[src/rtl/rs232_tx_fifo.sv]
// rs232_tx_fifo: transmit FIFO feeding an RS-232 serializer.
// Build option: define RS232_TX_PARITY_EN to include the parity bit (PAR state
// and the par_odd input). Without it, frames are start + data + stop(s).
//
// state | meaning
// IDLE  | line idle high, waiting for a queued character
// START | start bit, line low
// DATA  | character bits, LSB first
// PAR   | parity bit (only with RS232_TX_PARITY_EN)
// STOP  | one or two stop bits, line high
module rs232_tx_fifo #(
  parameter int DATA_W     = 8,
  parameter int FIFO_DEPTH = 16,
  parameter int DIV_W      = 16
) (
  input  logic                          clk,
  input  logic                          rst_n,
  input  logic [DIV_W-1:0]              div,
  input  logic                          stop2,
  input  logic                          par_odd,
  input  logic                          val,
  input  logic [DATA_W-1:0]             bits,
  output logic                          rdy,
  output logic                          TxD,
  output logic [$clog2(FIFO_DEPTH):0]   level,
  output logic                          busy
);

  localparam int PTR_W = $clog2(FIFO_DEPTH);
  localparam int LVL_W = PTR_W + 1;
  localparam int CNT_W = $clog2(DATA_W);

`ifdef RS232_TX_PARITY_EN
  typedef enum logic [2:0] {IDLE, START, DATA, PAR, STOP} state_t;
`else
  typedef enum logic [2:0] {IDLE, START, DATA, STOP} state_t;
`endif

  logic [DATA_W-1:0] mem_q [FIFO_DEPTH];
  logic [PTR_W-1:0]  wr_ptr_q, wr_ptr_d;
  logic [PTR_W-1:0]  rd_ptr_q, rd_ptr_d;
  logic [LVL_W-1:0]  level_q, level_d;
  state_t            state_q, state_d;
  logic [DATA_W-1:0] shift_q, shift_d;
  logic [CNT_W-1:0]  bit_cnt_q, bit_cnt_d;
  logic [DIV_W-1:0]  baud_cnt_q, baud_cnt_d;
  logic [DIV_W-1:0]  div_lat_q, div_lat_d;
  logic              stop2_lat_q, stop2_lat_d;
  logic              txd_q, txd_d;
  logic              push;
  logic              pop;
  logic              bit_tick;
`ifdef RS232_TX_PARITY_EN
  logic              par_bit_q, par_bit_d;
`else
  logic              unused_par_odd;
  assign unused_par_odd = par_odd;
`endif

  assign push     = val && rdy;
  assign bit_tick = (baud_cnt_q == '0);

  // Next-state, FIFO pointer/level and line-value computation.
  always_comb begin
    pop         = 1'b0;
    state_d     = state_q;
    shift_d     = shift_q;
    bit_cnt_d   = bit_cnt_q;
    baud_cnt_d  = baud_cnt_q;
    div_lat_d   = div_lat_q;
    stop2_lat_d = stop2_lat_q;
    wr_ptr_d    = wr_ptr_q;
    rd_ptr_d    = rd_ptr_q;
    txd_d       = 1'b1;
`ifdef RS232_TX_PARITY_EN
    par_bit_d   = par_bit_q;
`endif

    // Bit timer reloads from the divisor latched for this frame.
    if (state_q != IDLE) begin
      baud_cnt_d = bit_tick ? div_lat_q : (baud_cnt_q - DIV_W'(1));
    end

    case (state_q)
      IDLE: begin
        txd_d = 1'b1;
        if (level_q != '0) pop = 1'b1;
      end
      START: begin
        txd_d = 1'b0;
        if (bit_tick) begin
          state_d   = DATA;
          bit_cnt_d = CNT_W'(DATA_W - 1);
        end
      end
      DATA: begin
        txd_d = shift_q[0];
        if (bit_tick) begin
          shift_d = shift_q >> 1;
          if (bit_cnt_q == '0) begin
`ifdef RS232_TX_PARITY_EN
            state_d = PAR;
`else
            state_d   = STOP;
            bit_cnt_d = {{(CNT_W-1){1'b0}}, stop2_lat_q};
`endif
          end else begin
            bit_cnt_d = bit_cnt_q - CNT_W'(1);
          end
        end
      end
`ifdef RS232_TX_PARITY_EN
      PAR: begin
        txd_d = par_bit_q;
        if (bit_tick) begin
          state_d   = STOP;
          bit_cnt_d = {{(CNT_W-1){1'b0}}, stop2_lat_q};
        end
      end
`endif
      STOP: begin
        txd_d = 1'b1;
        if (bit_tick) begin
          if (bit_cnt_q != '0) begin
            bit_cnt_d = bit_cnt_q - CNT_W'(1);
          end else if (level_q != '0) begin
            pop = 1'b1;
          end else begin
            state_d = IDLE;
          end
        end
      end
      default: begin
        state_d = IDLE;
      end
    endcase

    // A pop loads the head character and freezes the frame configuration.
    if (pop) begin
      state_d     = START;
      shift_d     = mem_q[rd_ptr_q];
      bit_cnt_d   = '0;
      baud_cnt_d  = div;
      div_lat_d   = div;
      stop2_lat_d = stop2;
      rd_ptr_d    = rd_ptr_q + PTR_W'(1);
`ifdef RS232_TX_PARITY_EN
      par_bit_d   = (^mem_q[rd_ptr_q]) ^ par_odd;
`endif
    end

    if (push) wr_ptr_d = wr_ptr_q + PTR_W'(1);
    level_d = level_q + LVL_W'(push) - LVL_W'(pop);
  end

  // FIFO storage is intentionally not reset; level alone defines validity.
  always_ff @(posedge clk) begin
    if (push) mem_q[wr_ptr_q] <= bits;
  end

  // Control state with asynchronous reset; TxD is registered one clock behind the state.
  always_ff @(posedge clk or negedge rst_n) begin
    if (!rst_n) begin
      state_q     <= IDLE;
      shift_q     <= '0;
      bit_cnt_q   <= '0;
      baud_cnt_q  <= '0;
      div_lat_q   <= '0;
      stop2_lat_q <= 1'b0;
      wr_ptr_q    <= '0;
      rd_ptr_q    <= '0;
      level_q     <= '0;
      txd_q       <= 1'b1;
`ifdef RS232_TX_PARITY_EN
      par_bit_q   <= 1'b0;
`endif
    end else begin
      state_q     <= state_d;
      shift_q     <= shift_d;
      bit_cnt_q   <= bit_cnt_d;
      baud_cnt_q  <= baud_cnt_d;
      div_lat_q   <= div_lat_d;
      stop2_lat_q <= stop2_lat_d;
      wr_ptr_q    <= wr_ptr_d;
      rd_ptr_q    <= rd_ptr_d;
      level_q     <= level_d;
      txd_q       <= txd_d;
`ifdef RS232_TX_PARITY_EN
      par_bit_q   <= par_bit_d;
`endif
    end
  end

  assign rdy   = (level_q != LVL_W'(FIFO_DEPTH));
  assign TxD   = txd_q;
  assign level = level_q;
  assign busy  = (state_q != IDLE) || (level_q != '0);

endmodule

[config.mk]
export PLATFORM = sky130hd
export DESIGN_NAME = rs232_tx_fifo
export DESIGN_NICKNAME = d
export VERILOG_FILES = /design/src/rtl/rs232_tx_fifo.sv
export SDC_FILE = /design/constraint.sdc
export NUM_CORES = 1
export LEC_CHECK = 0
export ABC_AREA = 1
export CAP_MARGIN = 15
export CORE_ASPECT_RATIO = 1.25
export CORE_MARGIN = 3
export CORE_UTILIZATION = 65
export DETAILED_ROUTE_END_ITERATION = 6
export PLACE_DENSITY = 0.84
export RECOVER_POWER = 100
export SLEW_MARGIN = 15
export SYNTH_ARGS = -nofsm -noshare
export SYNTH_HDL_FRONTEND = slang
export SYNTH_SLANG_ARGS = --single-unit
[constraint.sdc]
create_clock -name clk -period 3.99 [get_ports clk]
set_input_delay 0.798 -clock clk [delete_from_list [all_inputs] [get_ports clk]]
set_output_delay 0.798 -clock clk [all_outputs]
set_load 0.01 [all_outputs]
== Word level (Yosys, flattened, before mapping) ==
Memory sizes are Yosys's and may differ from the RTL's.
Cells that the tools add are included.
W data, S select, Z words.
Word-level totals
  bits in registers: 61
  RAM bits: 128
  input port bits: 29
  output and inout port bits: 8
  logic and storage cells: 72
  memories: 1
Memories
  mem_q: depth 16, width 8, rd ports 1, clocked after Yosys merged registers in 0, wr ports 1, RTL line 39  | logic [DATA_W-1:0] mem_q [FIFO_DEPTH];
Operators by class
  $add $sub $neg: 6
  equality and inequality tests: 12
  mux-type cells: 28
  reductions and logical operators: 15
Operators by type and width (number)
  $mux W16: 3
  $mux W3: 13
  $mux W8: 3
  $ne A3 B3 Y1 const B: 7
  $logic_not A16 Y1: 1
  $sub A16 B1 Y16 const B: 1
  $pmux W3 S4: 1
  $pmux W3 S3: 1
  $add A4 B1 Y4 const B: 2
  $reduce_and A7 Y1: 1
  $eq A3 B2 Y1 const B: 2
  $logic_not A3 Y1: 2
  $reduce_bool A2 Y1: 3
  $reduce_bool A3 Y1: 2
  $add A5 B1 Y5: 1
  $mux W1: 5
  $ne A5 B5 Y1 const B: 1
  $reduce_and A5 Y1: 1
  $reduce_bool A5 Y1: 1
  $sub A5 B1 Y5: 1
  $pmux W1 S2: 2
  $reduce_bool A4 Y1: 1
  $eq A3 B1 Y1 const B: 1
  $sub A3 B1 Y3 const B: 1
  4 further kinds: 4

== Depth between registers and ports, before layout ==
  depth after elaboration: 7
  depth in mapped cells: 16
  mapped depth without buffers: 15

== Worst setup path before layout ==
Ideal clock, no wire load.
  kind: reg2reg
  start: reg baud_cnt_q[0]
  end: reg level_q[4], in the netlist level[4]
  setup time: 0.079 ns
  arrival: 2.528 ns
  data required time: 3.911 ns
  slack: 1.383 ns
  cell stages (with the launch flop): 16
  path buffers: 1
  clock period less this slack: 2.607 ns
  path through: dfrtp_1 > inv_1 > ha_1 > nand2_2 > nor2_4 > nand3_4 > a21oi_2 > buf_2 > ha_1 > inv_1 > ha_1 > fa_1 > a21oi_1 > nor2_1 > nor2_1 > xor2_1
Between the ends
  word-level cells in the longest chain between the ends: 4
Ends and longest elaborated chain
  start, declared: RTL line 46  | logic [DIV_W-1:0] baud_cnt_q, baud_cnt_d;
  start signal, assigned: RTL line 181  | baud_cnt_q <= baud_cnt_d;
  $logic_not A16 Y1: RTL line 61  | assign bit_tick = (baud_cnt_q == '0);
  $mux W1: RTL line 123  | if (bit_tick) begin
  $pmux W1 S2: RTL line 84  | case (state_q)
  via pop: RTL line 51  | logic pop;
  $sub A5 B1 Y5: RTL line 153  | level_d = level_q + LVL_W'(push) - LVL_W'(pop);
  via level_d[4]: RTL line 42  | logic [LVL_W-1:0] level_q, level_d;
  end signal, assigned: RTL line 186  | level_q <= level_d;
  end, declared: RTL line 42
The timed path passes the listed nets, and every way through them passes these cells.
A chain may end at the register's enable or synchronous reset.

== Final worst setup path ==
  start: reg state_q[0]
  end: out busy
Between the ends
  word-level cells in the longest chain between the ends: 2
Ends and longest elaborated chain
  start, declared: RTL line 43  | state_t state_q, state_d;
  start signal, assigned: RTL line 178  | state_q <= state_d;
  $reduce_bool A3 Y1: RTL line 197  | assign busy = (state_q != IDLE) || (level_q != '0);
  $logic_or A1 B1 Y1: RTL line 197
  end, declared: RTL line 26  | output logic busy
Every way passes these cells.

==> impl_metrics.json <==
{
  "cp_cell_sequence": "inv_1 > ha_1 > inv_1 > or2_2 > dlygate4sd3_1",
  "power_uw": 7450,
  "path_class": "flop to primary output",
  "syn_area_um2": 9000,
  "rsz0062_at_grt": "false",
  "cts_resized": 0,
  "ir_drop_mv": 0.366,
  "mostFrequentLayoutCell": "nand2_1",
  "final_cell_mix": "323 x nand2_1, 149 x inv_1, 128 x edfxtp_1",
  "async_reset_ff_share_pct": 31.9,
  "ff_latch_area_um2": 5350,
  "die_w_um": 111,
  "max_cap_viol_count": 0,
  "cellPowerDensity_nw_per_um2": 749,
  "drt-total-wl_um": 19000,
  "skew_ns": 0.00823,
  "setup_violations": 0,
  "syn_nets": 1031,
  "vias_per_cell": 5.47,
  "preCtsSetupSlack_ns": 1.10,
  "die_area_um2": 15300,
  "worst_slew_pin_slew_ns": 1.44,
  "outcome": "finished clean",
  "die_height_um": 138,
  "numCtsBuffers": 17,
  "slew_headroom_pct": 3.90,
  "cp_max_fo": 12,
  "ys_seq_area_share_pct": 59.4,
  "start_util_pct": 67.1,
  "grtUsageTotal_pct": 26.3,
  "postLayoutSetupSlackWorst_ns": 0.724,
  "ant_nets": 0,
  "nNetsFinal": 1056,
  "fp-row-count": 47,
  "drive_gt1_share_pct": 4.90,
  "drt_first_pass_iters": 5,
  "grt_max_degree": 68,
  "post_drt_wl_per_cell_um": 15.9,
  "power_leakage_uw": 0.00456,
  "stdcell_area_um2": 9950,
  "clock-root-buffer": "clkbuf_16",
  "boundaryPins": 37,
  "antenna_found_initial": 0,
  "yosys.cell_types.count": 36,
  "insertion_delay_ns": 0.44,
  "hold_class": "flop to flop",
  "clk_pin_slew_ns": 0.07,
  "grt_pass1_wl_um": 31200,
  "tritoncts": "built",
  "cts.path.max_buffers": 2,
  "period_share_pct": 81.8,
  "grt_pass1_vias": 6475,
  "final_cell_count_no_fill": 1191,
  "drtIter0Drc": 465,
  "fin_setup_tns_ns": 0,
  "diodes": 0,
  "dpl-instance-area_um2": 9430,
  "crit_required_ns": 3.19,
  "ys.flop_type": "edfxtp_1",
  "slowest_stage": "dlygate4sd3_1",
  "io_buffers": 35,
  "hold_buffers": 0,
  "synth_edf_count": 128,
  "max_clock_freq_mhz": 306,
  "drc_errors": 0,
  "htree_levels": 4,
  "ys_seq_elements": 188,
  "overflow": 0,
  "fillers": 928,
  "synthTopCellsByArea": "edfxtp_1 43%, dfrtp_1 16%, nand2_1 13%",
  "slowest_delay_ns": 0.60,
  "dp.cells": 1159,
  "path_common_cell": "inv_1",
  "hold_viol_final": 0,
  "core-area_um2": 13400,
  "synth_top_area_share_pct": 42.7,
  "gp_congestion": 0.818,
  "ys_warn_count": 0,
  "post_cts_buffers": 0,
  "timing_max_transition_violations_final": 0,
  "vias": 6515,
  "crit_family": "buffers and inverters",
  "critical_path_arrival_ns": 2.47,
  "synth_top_area_cell": "edfxtp_1",
  "endpoint_kind": "primary output",
  "area_delta_synth_final_pct": 10.6,
  "syn_inst": 982,
  "cp_num_buf_inv": 3,
  "cts_sinks": 188,
  "multiInputGateArea_um2": 2860,
  "dp_hpwl_um": 12000,
  "syn_avg_cell_area_um2": 9.17,
  "period_minus_slack_ns": 3.27,
  "startpoint_type": "flop"
}
-- sequential cells by signal, indices dropped and copies added, names as in the netlist --
name / flops
wr_ptr_q: 4
baud_cnt_q: 16
TxD: 1
stop2_lat_q: 1
state_q: 2
level: 5
rd_ptr_q: 4
mem_q: 128
div_lat_q: 16
shift_q: 8
bit_cnt_q: 3
-- layout make-up --
type / instances / area share [%]
clock buffer: 19 / 4.45
tap: 171 / 2.15
clock inverter: 13 / 1.28
timing repair buffer: 41 / 3.88
sequential: 188 / 53.7
inverter: 153 / 5.77
multi-input combinational: 606 / 28.7
-- tightest hold or removal path, cell delays in order (launching register included) --
cell     delay, ns
dfrtp_1       0.35
nand2_1       0.05
nand2_1       0.06
-- through the flow --
step / utilization (%) / hold WS, ns
3_3_place_gp: 70.3 / 0.460
3_5_place_dp: 70.3 / 0.465
5_1_grt: 74.2 / 0.507
4_1_cts: 74.6 / 0.300
6_report: 74.2 / 0.487
2_1_floorplan: - / 0.442
-- power breakdown --
part           total [µW]  leakage, µW  switching (µW)  internal [µW]
registers            2800      0.00190             272           2530
clock network        1640     0.000272             747            889
logic                3010      0.00239            2050            965
total                7450      0.00456            3070           4380
-- synthesized netlist by cell type (4+ instances only) --
cell type / instances
dfrtp_1: 59
a21oi_1: 14
ha_1: 19
nand2_1: 321
nand4_1: 8
nand3_1: 108
inv_1: 148
xor2_1: 13
o211ai_1: 4
buf_2: 9
clkbuf_1: 11
buf_6: 5
xnor2_1: 4
o21ai_0: 29
o21ai_1: 8
buf_1: 8
edfxtp_1: 128
nor2_1: 57
-- worst paths after layout --
check                           cells past startpoint      endpoint  slack, ns     startpoint
worst max-delay path                                5          busy       0.72     state_q[0]
worst min-delay path                                2    shift_q[3]       0.49     shift_q[3]
worst max register to register                     11    shift_q[2]       0.81  baud_cnt_q[0]
worst min register to register                      2    shift_q[3]       0.49     shift_q[3]
max in group asynchronous                           2    shift_q[1]       1.83          rst_n
min in group asynchronous                           1  div_lat_q[7]       0.54          rst_n
-- routing by layer --
layer	GRT usage (%)	routed length (µm)
met1	31.4	7450
met2	48.4	10100
met3	4.22	1010
met4	9.74	378
met5	0	0
-- cells by family (layout without fill, tap and decap cells) --
kind of cell	Yosys count	after routing	share of synthesized area, %
XOR/XNOR	17	17	1.65
multiplexers	1	1	0.111
adder cells (fa/ha/maj)	20	20	2.86
AND/OR/NAND/NOR	507	507	23.6
flip-flops	188	188	59.4
buffers and inverters	188	226	8.47
AO/OA/AOI/OAI	61	61	3.86
Power figures use the tool's default switching activity.
